--- config.mk ---
export PLATFORM = sky130hd
export DESIGN_NAME = branch_flag_ctrl
export DESIGN_NICKNAME = d
export VERILOG_FILES = /design/src/rtl/branch_flag_ctrl.sv
export SDC_FILE = /design/constraint.sdc
export NUM_CORES = 1
export LEC_CHECK = 0
export ABC_AREA = 0
export BUFFER_PORTS_ARGS = -buffer_cell sky130_fd_sc_hd__buf_2
export CAP_MARGIN = 20
export CORE_MARGIN = 2
export CORE_UTILIZATION = 25
export CTS_CLUSTER_DIAMETER = 40
export DETAILED_ROUTE_END_ITERATION = 10
export PLACE_DENSITY_LB_ADDON = 0.15
export SYNTH_ARGS = -nofsm -noshare
export SYNTH_HDL_FRONTEND = slang
export SYNTH_SLANG_ARGS = --single-unit
--- constraint.sdc ---
create_clock -name clk -period 2.2 [get_ports clk]
set_input_delay 0.11 -clock clk [delete_from_list [all_inputs] [get_ports clk]]
set_output_delay 0.11 -clock clk [all_outputs]
set_load 0.02 [all_outputs]
--- src/rtl/branch_flag_ctrl.sv ---
// branch_flag_ctrl: NZVC flag register plus ID-stage branch resolution.
// Latches flags from EX on flag-setting instructions, resolves B/CBZ/B.EQ/B.LT,
// stalls the front end on flag/operand hazards and pulses a one-cycle flush
// after every taken branch.
// Optional build macro: FLAG_FWD_EN -- forwards the EX flags straight into the
// B.EQ/B.LT condition so those branches never stall on a flag setter in EX.
module branch_flag_ctrl #(
    parameter int WIDTH = 64,
    parameter int CNT_W = 16
) (
    input  logic             clk,
    input  logic             reset,
    input  logic             ex_valid,
    input  logic             ex_setflags,
    input  logic [WIDTH-1:0] ex_result,
    input  logic             ex_zero,
    input  logic             ex_ovf,
    input  logic             ex_cout,
    input  logic             id_br_valid,
    input  logic [1:0]       id_br_type,
    input  logic             id_rt_zero,
    input  logic             id_rt_hazard,
    output logic             stall,
    output logic             taken,
    output logic             flush,
    output logic [3:0]       flags_q,
    output logic [CNT_W-1:0] taken_cnt
);

    typedef enum logic [1:0] {
        S_IDLE  = 2'd0,
        S_WAIT  = 2'd1,
        S_FLUSH = 2'd2
    } state_t;

    localparam logic [1:0] BR_B   = 2'b00;
    localparam logic [1:0] BR_CBZ = 2'b01;
    localparam logic [1:0] BR_EQ  = 2'b10;
    localparam logic [1:0] BR_LT  = 2'b11;

    state_t           r_state;
    state_t           w_state_nxt;
    logic [3:0]       r_flags;
    logic [CNT_W-1:0] r_cnt;

    logic       w_ex_wr;
    logic [3:0] w_ex_flags;
    logic [3:0] w_eff_flags;
    logic       w_hz;
    logic       w_cond;
    logic       w_stall;
    logic       w_taken;
    logic       w_unused_result;

    // Only the sign bit of the ALU result feeds the N flag.
    assign w_unused_result = ^ex_result[WIDTH-2:0];

    assign w_ex_wr    = ex_valid & ex_setflags;
    assign w_ex_flags = {ex_result[WIDTH-1], ex_zero, ex_ovf, ex_cout};

`ifdef FLAG_FWD_EN
    // Flag consumers see the in-flight EX flags, so they never wait.
    assign w_eff_flags = w_ex_wr ? w_ex_flags : r_flags;
`else
    assign w_eff_flags = r_flags;
`endif

    // Hazard: CBZ waits on its operand, flag branches on a flag setter in EX.
    always_comb begin
        w_hz = 1'b0;
        case (id_br_type)
            BR_CBZ:       w_hz = id_rt_hazard;
`ifdef FLAG_FWD_EN
            BR_EQ, BR_LT: w_hz = 1'b0;
`else
            BR_EQ, BR_LT: w_hz = w_ex_wr;
`endif
            default:      w_hz = 1'b0;
        endcase
    end

    // Branch condition on the effective flags {N,Z,V,C}.
    always_comb begin
        w_cond = 1'b0;
        case (id_br_type)
            BR_B:    w_cond = 1'b1;
            BR_CBZ:  w_cond = id_rt_zero;
            BR_EQ:   w_cond = w_eff_flags[2];
            BR_LT:   w_cond = w_eff_flags[3] ^ w_eff_flags[1];
            default: w_cond = 1'b0;
        endcase
    end

    // Next state and combinational stall/taken; FLUSH ignores the wrong-path ID slot.
    always_comb begin
        w_state_nxt = r_state;
        w_stall     = 1'b0;
        w_taken     = 1'b0;
        case (r_state)
            S_IDLE, S_WAIT: begin
                if (!id_br_valid) begin
                    w_state_nxt = S_IDLE;
                end else if (w_hz) begin
                    w_stall     = 1'b1;
                    w_state_nxt = S_WAIT;
                end else begin
                    w_taken     = w_cond;
                    w_state_nxt = w_cond ? S_FLUSH : S_IDLE;
                end
            end
            S_FLUSH: w_state_nxt = S_IDLE;
            default: w_state_nxt = S_IDLE;
        endcase
    end

    // State register.
    always_ff @(posedge clk or posedge reset) begin
        if (reset) r_state <= S_IDLE;
        else       r_state <= w_state_nxt;
    end

    // Architectural flags: written by any real flag-setting EX instruction.
    always_ff @(posedge clk or posedge reset) begin
        if (reset)        r_flags <= 4'b0000;
        else if (w_ex_wr) r_flags <= w_ex_flags;
    end

    // Saturating taken-branch counter.
    always_ff @(posedge clk or posedge reset) begin
        if (reset)                       r_cnt <= '0;
        else if (w_taken && r_cnt != '1) r_cnt <= r_cnt + 1'b1;
    end

    // stall/taken are forced low while reset is held, even with a branch in ID.
    assign stall     = w_stall & ~reset;
    assign taken     = w_taken & ~reset;
    assign flush     = (r_state == S_FLUSH);
    assign flags_q   = r_flags;
    assign taken_cnt = r_cnt;

endmodule
# After elaboration in Yosys (flattened, before gate mapping)
# Cells that the tools add are included.
# Widths: inputs -> output; s select.
[op_classes]
addsub = 1
n_eq_ne = 6
n_mux = 12
bitwise_logic = 5
n_reduce_logical = 5
[ops]
columns = ["op", "count"]
rows = [
  ["$add 16x1->16 const B", 1],
  ["$ne 16x16->1 const B", 1],
  ["$mux 2", 4],
  ["$eq 2x2->1 const B", 3],
  ["$mux 1", 6],
  ["$eq 2x1->1 const B", 2],
  ["$logic_not 2->1", 2],
  ["$pmux 1 s4", 1],
  ["$reduce_or 2->1", 2],
  ["$and 1x1->1", 3],
  ["$pmux 1 s2", 1],
  ["$logic_and 1x1->1", 1],
  ["$not 1->1", 1],
  ["$xor 1x1->1", 1],
]
[totals]
reg_bits = 22
input_bits = 76
out_inout_bits = 23
elab_cells = 32

# Depth between registers and ports, before layout
# Gate-level depths: netlist of the first run.
[depth]
depth_word = 7
mapped_depth = 6

# Least setup slack after synthesis of the first run
# No wires, ideal clock.
[synth_path]
kind = "register to register"
from = "register r_cnt[0], in the netlist taken_cnt[0]"
to = "register r_cnt[1], in the netlist taken_cnt[1]"
setup_time_ns = 0.128
arrival_time_ns = 1.681
path_slack_ns = 0.391
path_stages_with_launch = 6
n_path_buf = 0
cell_sequence = "dfrtp_1 > ha_1 > nand4_1 > nor4_4 > nor2_1 > mux2_1"
[synth_via]
elab_chain_len = 2
[synth_rtl]
columns = ["element", "line", "text"]
rows = [
  ["from (decl)", "44", "logic [CNT_W-1:0] r_cnt;"],
  ["from (signal assigned)", "131", "else if (w_taken && r_cnt != '1) r_cnt <= r_cnt + 1'b1;"],
  ["branches (longest 2 deep; another with $add 16x1->16)", "--", ""],
]
# Parallel ways; which one is timed is not known.
# A chain may end at the register's enable or synchronous reset.

# Worst setup path in the final report of the first run
[layout_path]
from = "register r_state[1]"
to = "output port taken"
[layout_via]
elab_chain_len = 4
[layout_rtl]
columns = ["element", "line", "text"]
rows = [
  ["from (decl)", "41", "state_t r_state;"],
  ["from (signal assigned)", "119", "else r_state <= w_state_nxt;"],
  ["$eq 2x1->1 or $logic_not 2->1 (tied branches)", "99", "case (r_state)"],
  ["$reduce_or 2->1 *", "99", ""],
  ["$mux 1 *", "99", ""],
  ["$and 1x1->1 *", "136", "assign taken = w_taken & ~reset;"],
  ["to (decl)", "24", "output logic taken,"],
]
# Every way passes the cells marked *; elsewhere a longest branch is shown, timed or not.

==> summary.md, run 1 <==
| Metric | Value |
|---|---|
| Status | complete, no violations |
| DRT antenna net count | 0 |
| First-pass DRT Iterations | 4 |
| Hold_buf cts | 0 |
| FF+latch count, synth | 22 |
| RR Endpoint | taken_cnt[13] |
| Largest net degree at the start of global routing | 23 |
| WL per Instance | 12.79 µm |
| Die area | 5232 µm² |
| Switching power | between 0.0005 and 0.0006 W |
| Predominant post-synthesis flop cell | dfrtp_1 |
| Min-delay worst type | primary input to asynchronous set/reset pin |
| Syn Inst Count | between 100 and 150 |
| Share of the yosys chip area belonging to registers | 47.16% |
| Comb pwr share | 33.1% |
| Reg clk slew, reported paths | 0.08 ns |
| Initial antenna violation count | 0 |
| Number of antenna diodes | 0 |
| Cts bufs inserted | 3 |
| CP arrival | between 1.5 and 2 ns |
| Yosys top cell area share | 47.16% |
| Sw frac | 39.06% |
| Synth-to-Final Area Change | 25.62% |
| Final hold vios | 0 |
| Crit path max fanout | 13 |
| WL final | 2.519 mm |
| Worst flop-to-flop path startpoint | r_state[1] |
| Fill count | 486 |
| Max clock buf depth | 2 |
| Placer Congestion | 0.8047 |
| Starting density of the core | 26.45% |
| Sum Neg Setup Slack | 0 ns |
| Yosys warnings | 0 |
| # Max-Cap Violations | 0 |
| Commonest non-fill, non-tap cell in the layout | buf_2 |
| Slew @ Worst Pin | ~0.85 ns |
| Total GRT Usage | 10.44% |
| Reg power frac | 44.9% |
| Nets | 223 |
| Port bufs | 35 |
| Endpoints failing setup | 0 |
| Fin crit share | 85.21% |
| EDFF count, synth | 0 |
| Clock Power Share | a little over a fifth |
| Iter 0 DRT Violations | 21 |
| Commonest non-fill, non-tap cells in the layout | buf_2, dfrtp_1, xor2_1 |
| Netlist cell types | 26 |
| Slew HR | between 40% and 50% |
| R2R depth | 5 |
| Worst EP required | 2.09 ns |
| Syn nets | about 180 |
| Clk_skew | between 0.0015 and 0.002 ns |
| Clk sinks | 22 |
| Via count | 930 |
| Die width | 72.34 µm |
| Post_cts resized | 0 |
| Crit path kind | flip-flop to output port |
| Row cnt | 24 |
| Synth Cell Area | roughly 1200 µm² |
| Worst setup EP type | output port |
| Setup ws final | 0.3253 ns |
| DP Worst Slack | 0.3469 ns |
| Dominant cell type by area after synthesis | dfrtp_1 |
| Area contributors post-synth | dfrtp_1, xor2_1, mux2_2 |
| # IOs | between 90 and 100 |
| CTS tree | built |
| Setup Buffers After CTS | 0 |
| Layout cells sized above 1 | 37.24% |
| Root buf cell | clkbuf_8 |
| Core box area | 4414 µm² |
| Power Internal | 0.0008107 W |
| H-Tree Depth | 1 |
| Via-to-Cell Ratio | 4.721 |
| Leakage Power | 0.6893 nW |
| Setup slack, reg-to-reg | 0.34 ns |
| Worst VDD drop | 0.4245 mV |
| Residual DRC | 0 |
| Vias in the first global route | about 910 |
| Final Slew Violations | 0 |
| Die height | 72.34 µm |
| Post-layout minimum cycle time | 1.875 ns |
| Worst-Skew Late Latency | 0.26 ns |
| Grt total ovfl | 0 |
| Critical Path Start Type | flip-flop |
| Synthesized area per cell | around 11 µm² |
| F_max | roughly 530 MHz |
| Post-synthesis async set-or-reset flop share | between 90% and 100% |
| Pwr/cell area | 907.1 nW/µm² |
| First-pass GRT wire length | 4.284 mm |
| Post-DP HPWL | just under 2 mm |
| RSZ-0062 raised after global routing | false |
-- cell usage after synthesis (2+ instances only) --
cell / instances
dfrtp_1: 22
nor4_1: 5
mux2_2: 5
nand4_4: 2
nand4_1: 5
nor3_1: 7
nand2_1: 7
nor4_4: 2
inv_1: 6
xor2_1: 11
nor2_1: 8
nand2b_1: 2
xnor2_1: 3
nand3_1: 7
nor2b_1: 2
-- cell type report --
class	count	area, µm²	area share (%)
inverter	6	22.52	1.536
multi-input combinational	76	583.1	39.76
tap	52	65.06	4.437
timing repair buffer	37	190.2	12.97
sequential	22	550.5	37.54
clock buffer	4	55.05	3.754
-- worst max-delay path by stage --
| stage | start | to | cells after the start |
|---|---|---|---|
| floorplan | taken_cnt[0] | taken_cnt[1] | 5 |
| global placement | r_state[1] | taken_cnt[13] | 5 |
| detailed placement | r_state[1] | taken_cnt[13] | 5 |
| CTS | r_state[1] | taken | 6 |
| global route | taken_cnt[2] | taken_cnt[13] | 5 |
| finish | r_state[1] | taken | 6 |
-- logic make-up after synthesis --
family          count (synthesis)  share of synthesized area [%]
compound gates                  2                          1.822
simple gates                   52                          29.90
flops                          22                          47.16
xor+xnor                       14                          10.50
mux                             7                          6.645
buf+inv                         7                          2.894
fa+ha+maj                       1                          1.072
-- per-stage QoR --
stage / cell area (µm²) / total power, W / utilization [%] / instances / hold WS, ns
floorplan: 1167 / 0.0008974 / - / 105 / 0.09923
global route: 1466 / 0.001428 / 33.22 / 197 / 0.06916
detailed placement: 1411 / 0.001059 / 31.97 / 193 / 0.3514
CTS: 1466 / 0.001358 / 33.22 / 197 / 0.07324
finish: 1466 / 0.001330 / 33.22 / 197 / 0.02939
global placement: 1411 / 0.001050 / 31.97 / 193 / 0.3422
-- state kept, by name, indices dropped and copies added (netlist names) --
signal / cells
r_state: 2
taken_cnt: 16
flags_q: 4
-- per-layer routing --
layer / vias up / global-route usage (%) / part of all wire [%]
li1: 453 / - / -
met2: 25 / 16.41 / 46
met5: - / 0 / 0
met1: 447 / 14.05 / 45
met4: 0 / 3.774 / 1.6
met3: 5 / 2.361 / 6.7
-- worst max-delay path: stages (launching register included) --
cell	delay [ns]
dfrtp_1	0.37
nand2b_1	0.18
a21oi_1	0.21
nand4_4	0.25
buf_4	0.25
nor2_1	0.07
buf_2	0.16
-- power by group through the flow --
stage / logic [W] / registers (W) / clock network, W
2_1_floorplan: 0.000204 / 0.000694 / 0
3_3_place_gp: 0.000445 / 0.000606 / 0
3_5_place_dp: 0.000451 / 0.000608 / 0
4_1_cts: 0.000451 / 0.000599 / 0.000307
5_1_grt: 0.000485 / 0.000622 / 0.000322
6_report: 0.000440 / 0.000597 / 0.000293
Power figures use the tool's default switching activity.
==> run 2, diff against run 1 <==
--- a/config.mk
+++ b/config.mk
@@ -12,7 +12,9 @@
 export CORE_UTILIZATION = 25
 export CTS_CLUSTER_DIAMETER = 40
 export DETAILED_ROUTE_END_ITERATION = 10
+export MAX_ROUTING_LAYER = met4
 export PLACE_DENSITY_LB_ADDON = 0.15
+export SLEW_MARGIN = 20
 export SYNTH_ARGS = -nofsm -noshare
 export SYNTH_HDL_FRONTEND = slang
 export SYNTH_SLANG_ARGS = --single-unit
==> summary.md, run 2 (synthesis results as in run 1) <==
| Metric | Value |
|---|---|
| DP Worst Slack | 0.3469 ns |
| Via-to-Cell Ratio | 4.701 |
| # Max-Cap Violations | 0 |
| Commonest non-fill, non-tap cells in the layout | buf_2, dfrtp_1, xor2_1 |
| Synth-to-Final Area Change | 25.62% |
| Slew HR | 43.48% |
| Post_cts resized | 0 |
| WHS | 0.03158 ns |
| # IOs | 99 |
| Setup Buffers After CTS | 0 |
| Layout cells sized above 1 | 37.24% |
| Post-DP HPWL | about 2.0 mm |
| Reg clk slew, reported paths | 0.08 ns |
| Largest net degree at the start of global routing | 23 |
| Worst VDD drop | 0.4245 mV |
| RSZ-0062 raised after global routing | false |
| F_max | 534.0 MHz |
| Worst flop-to-flop path startpoint | r_state[1] |
| Commonest non-fill, non-tap cell in the layout | buf_2 |
| CTS tree | built |
| Vias in the first global route | between 900 and 1000 |
| Nets | 223 |
| Port bufs | 35 |
| Clk sinks | 22 |
| Die area | roughly 5200 µm² |
| Fill count | between 400 and 500 |
| Final non-filler cell total | 197 |
| First-pass GRT wire length | roughly 4.3 mm |
| Starting density of the core | 26.45% |
| CP arrival | 1.76 ns |
| Iter 0 DRT Violations | 24 |
| Clk_skew | between 0.0015 and 0.002 ns |
| WL per Instance | 12.80 µm |
| Sum Neg Setup Slack | 0 ns |
| Hold_buf cts | 0 |
| Flip-flop count of the largest register after layout | 16 |
| Number of antenna diodes | 0 |
| DRT antenna net count | 0 |
| Crit path kind | flip-flop to output port |
| First-pass DRT Iterations | 4 |
| Critical Path Start Type | flip-flop |
| Worst stage delay on the critical path | 0.37 ns |
| CP Cell Sequence | nand2b_1 -> a21oi_1 -> nand4_4 -> buf_4 -> nor2_1 -> buf_2 |
| Placer Congestion | 0.8164 |
| Slew @ Worst Pin | 0.8469 ns |
| Total GRT Usage | 10.75% |
| Die height | around 72 µm |
| R2R depth | 5 |
| Die width | 72.34 µm |
| Root buf cell | clkbuf_8 |
| Cts bufs inserted | 3 |
| Worst setup EP type | output port |
| Worst EP required | 2.09 ns |
| H-Tree Depth | 1 |
| Crit path max fanout | 13 |
| Slowest cell on crit path | dfrtp_1 |
| Grt total ovfl | 0 |
| Pwr/cell area | 906.0 nW/µm² |
| Post-layout minimum cycle time | around 1.9 ns |
| Worst-Skew Late Latency | 0.26 ns |
| Critical path origin | r_state[1] |
| Core box area | 4414 µm² |
| Final Util | 33.22% |
| Residual DRC | 0 |
| Max clock buf depth | 2 |
| Row cnt | 24 |
| Leakage Power | 0.6893 nW |
| Setup ws final | 0.3273 ns |
| Cell Count Post-Placement | 193 |
| Initial antenna violation count | 0 |
| Final hold vios | 0 |
| Final Slew Violations | 0 |
| WL final | 2.522 mm |
| Status | complete, no violations |
| Endpoints failing setup | 0 |
| Min-delay worst type | primary input to asynchronous set/reset pin |
| Via count | 926 |
| Fin crit share | 85.13% |
run 2: layer usage:
metal | share of wire [%] | global-route usage, % | vias up
met4 | 0.87 | 3.774 | 0
met2 | 47 | 16.41 | 24
li1 | - | - | 453
met1 | 45 | 14.05 | 447
met5 | 0 | - | -
met3 | 6.7 | 2.361 | 2
run 2: power by group:
part,total (W),switching (W),internal [W]
Clock,0.000292,0.000132,0.000159
Combinational,0.000440,0.000278,0.000162
Sequential,0.000597,0.000108,0.000489
run 2: area by class of cell:
class	instances	area, µm²	share of cell area (%)
clock buffers	4	55.05	3.754
flip-flops and latches	22	550.5	37.54
well taps	52	65.06	4.437
repair buffers	37	190.2	12.97
multi-input cells	76	583.1	39.76
inverters	6	22.52	1.536
run 2: final timing paths:
kind                                 end  slack, ns
max                                taken       0.33
min                         taken_cnt[5]       0.03
max reg2reg                taken_cnt[13]       0.34
min reg2reg                 taken_cnt[9]       0.51
max in group asynchronous   taken_cnt[6]       1.65
min in group clk              flags_q[3]       0.08
run 2: metrics by stage:
stage	area [µm²]	power [W]
finish	1466	0.001329
global route	1466	0.001428
CTS	1466	0.001358
detailed placement	1411	0.001059
global placement	1411	0.001050
floorplan	1167	0.0008974
run 2: worst max-delay path: cells and delay by family, from the launching register on:
| kind | cells | cell delay [ns] |
|---|---|---|
| AO/OA/AOI/OAI | 1 | 0.21 |
| buffers and inverters | 2 | 0.41 |
| flip-flops | 1 | 0.37 |
| AND/OR/NAND/NOR | 3 | 0.50 |
==> run 3, diff against run 2 <==
--- a/config.mk
+++ b/config.mk
@@ -8,7 +8,7 @@
 export ABC_AREA = 0
 export BUFFER_PORTS_ARGS = -buffer_cell sky130_fd_sc_hd__buf_2
 export CAP_MARGIN = 20
-export CORE_MARGIN = 2
+export CORE_MARGIN = 1
 export CORE_UTILIZATION = 25
 export CTS_CLUSTER_DIAMETER = 40
 export DETAILED_ROUTE_END_ITERATION = 10
==> constraint.sdc (replaced) <==
create_clock -name clk -period 2.2 [get_ports clk]
set_input_delay 0.11 -clock clk [delete_from_list [all_inputs] [get_ports clk]]
set_output_delay 0.11 -clock clk [all_outputs]
set_load 0.005 [all_outputs]
==> summary.md, run 3 (synthesis results as in run 1) <==
| Metric | Value |
|---|---|
| Root buf cell | clkbuf_8 |
| Nets | 224 |
| RR Endpoint | taken_cnt[13] |
| Total GRT Usage | 11.49% |
| Initial antenna violation count | 0 |
| WL per Instance | 12.51 µm |
| Grt total ovfl | 0 |
| Min-delay worst type | primary input to asynchronous set/reset pin |
| RSZ-0062 raised after global routing | false |
| DRT antenna net count | 0 |
| Final Util | 33.08% |
| Crit path max fanout | 13 |
| Slew @ Worst Pin | 0.8736 ns |
| Commonest non-fill, non-tap cell in the layout | buf_2 |
| Worst VDD drop | 0.2551 mV |
| Post-layout minimum cycle time | 1.810 ns |
| Layout cells sized above 1 | 37.24% |
| F_max | 552.6 MHz |
| WL final | 2.465 mm |
| Iter 0 DRT Violations | 29 |
| Placer Congestion | ~0.83 |
| Die area | 4947 µm² |
| WHS | 0.04589 ns |
| # IOs | 99 |
| Sum Neg Setup Slack | 0 ns |
| Reg clk slew, reported paths | 0.08 ns |
| Pwr/cell area | 813.8 nW/µm² |
| Pwr Total | approximately 0.0012 W |
| Post-DP HPWL | 1.877 mm |
| Status | complete, no violations |
| Commonest non-fill, non-tap cells in the layout | buf_2, dfrtp_1, xor2_1 |
| Fin crit share | 82.26% |
| Residual DRC | 0 |
| Port bufs | 35 |
| Starting density of the core | 26.45% |
| Critical Path Start Type | flip-flop |
| Worst stage delay on the critical path | 0.37 ns |
| CTS tree | built |
| Via count | 936 |
| Worst-Skew Late Latency | around 0.26 ns |
| Final hold vios | 0 |
| CP arrival | 1.96 ns |
| Slew HR | 41.69% |
| Clk sinks | 22 |
| Die height | around 70 µm |
| Setup Buffers After CTS | 0 |
| Worst EP required | 2.35 ns |
| Largest net degree at the start of global routing | 23 |
| CP Cell Sequence | nand2b_1 -> a21oi_1 -> nand4_4 -> nor4_1 -> mux2_2 |
| Synth-to-Final Area Change | 25.08% |
| Setup slack, reg-to-reg | 0.39 ns |
| Slowest cell on crit path | dfrtp_1 |
| R2R depth | 5 |
| Row cnt | 24 |
| # Max-Cap Violations | 0 |
| Endpoints failing setup | 0 |
| Clk_skew | ~0.0027 ns |
| Worst setup EP type | flip-flop |
| H-Tree Depth | 1 |
| Via-to-Cell Ratio | 4.751 |
| Post_cts resized | 0 |
| Flip-flop count of the largest register after layout | 16 |
| Max clock buf depth | 2 |
| Cts bufs inserted | 3 |
| First-pass GRT wire length | 4.422 mm |
| Leakage Power | 0.6875 nW |
| Final Slew Violations | 0 |
| Hold_buf cts | 0 |
| Number of antenna diodes | 0 |
| Die width | 70.34 µm |
| Vias in the first global route | between 900 and 1000 |
| First-pass DRT Iterations | 4 |
| Crit path kind | flip-flop to flip-flop |
| Core box area | 4414 µm² |
| Worst flop-to-flop path startpoint | r_state[1] |
## run 3: worst max-delay path by stage
| stage | start | endpoint | slack [ns] | cells past startpoint |
|---|---|---|---|---|
| 2_1_floorplan | taken_cnt[0] | taken_cnt[1] | 0.52 | 5 |
| 3_3_place_gp | r_state[1] | taken_cnt[13] | 0.39 | 5 |
| 3_5_place_dp | r_state[1] | taken_cnt[13] | 0.38 | 5 |
| 4_1_cts | r_state[1] | taken_cnt[13] | 0.37 | 5 |
| 5_1_grt | r_state[1] | taken_cnt[13] | 0.22 | 5 |
| 6_report | r_state[1] | taken_cnt[13] | 0.39 | 5 |
## run 3: layout make-up
class | count | area [µm²]
multi-input combinational | 76 | 583.1
sequential | 22 | 550.5
clock buffer | 3 | 41.29
inverter | 6 | 22.52
fill | 467 | 2954
timing repair buffer | 38 | 197.7
tap | 52 | 65.06
## run 3: power breakdown
group	internal, W	switching (W)
Combinational	0.000163	0.000180
Sequential	0.000489	0.000109
Clock	0.000122	0.000125
Total	0.000774	0.000414
## run 3: stage by stage
| step | instances | setup slack, ns | area [µm²] |
|---|---|---|---|
| after global placement | 194 | 0.3876 | 1419 |
| after global routing | 197 | 0.2200 | 1460 |
| after floorplan | 105 | 0.5174 | 1167 |
| final | 197 | 0.3903 | 1460 |
| after CTS | 197 | 0.3650 | 1460 |
| after detailed placement | 194 | 0.3791 | 1419 |
## run 3: layer usage
metal  track usage, %  part of all wire [%]  vias to the layer above
li1                 -                     -                      457
met1            14.72                    46                      442
met2            17.46                    45                       33
met3            2.165                   6.7                        4
met4            5.333                   1.6                        0
met5                -                     0                        -
## run 3: critical path, delay by kind of cell (launching register included)
family          cells  cell delay, ns
simple gates        3            0.76
compound gates      1            0.21
mux                 1            0.37
flops               1            0.37
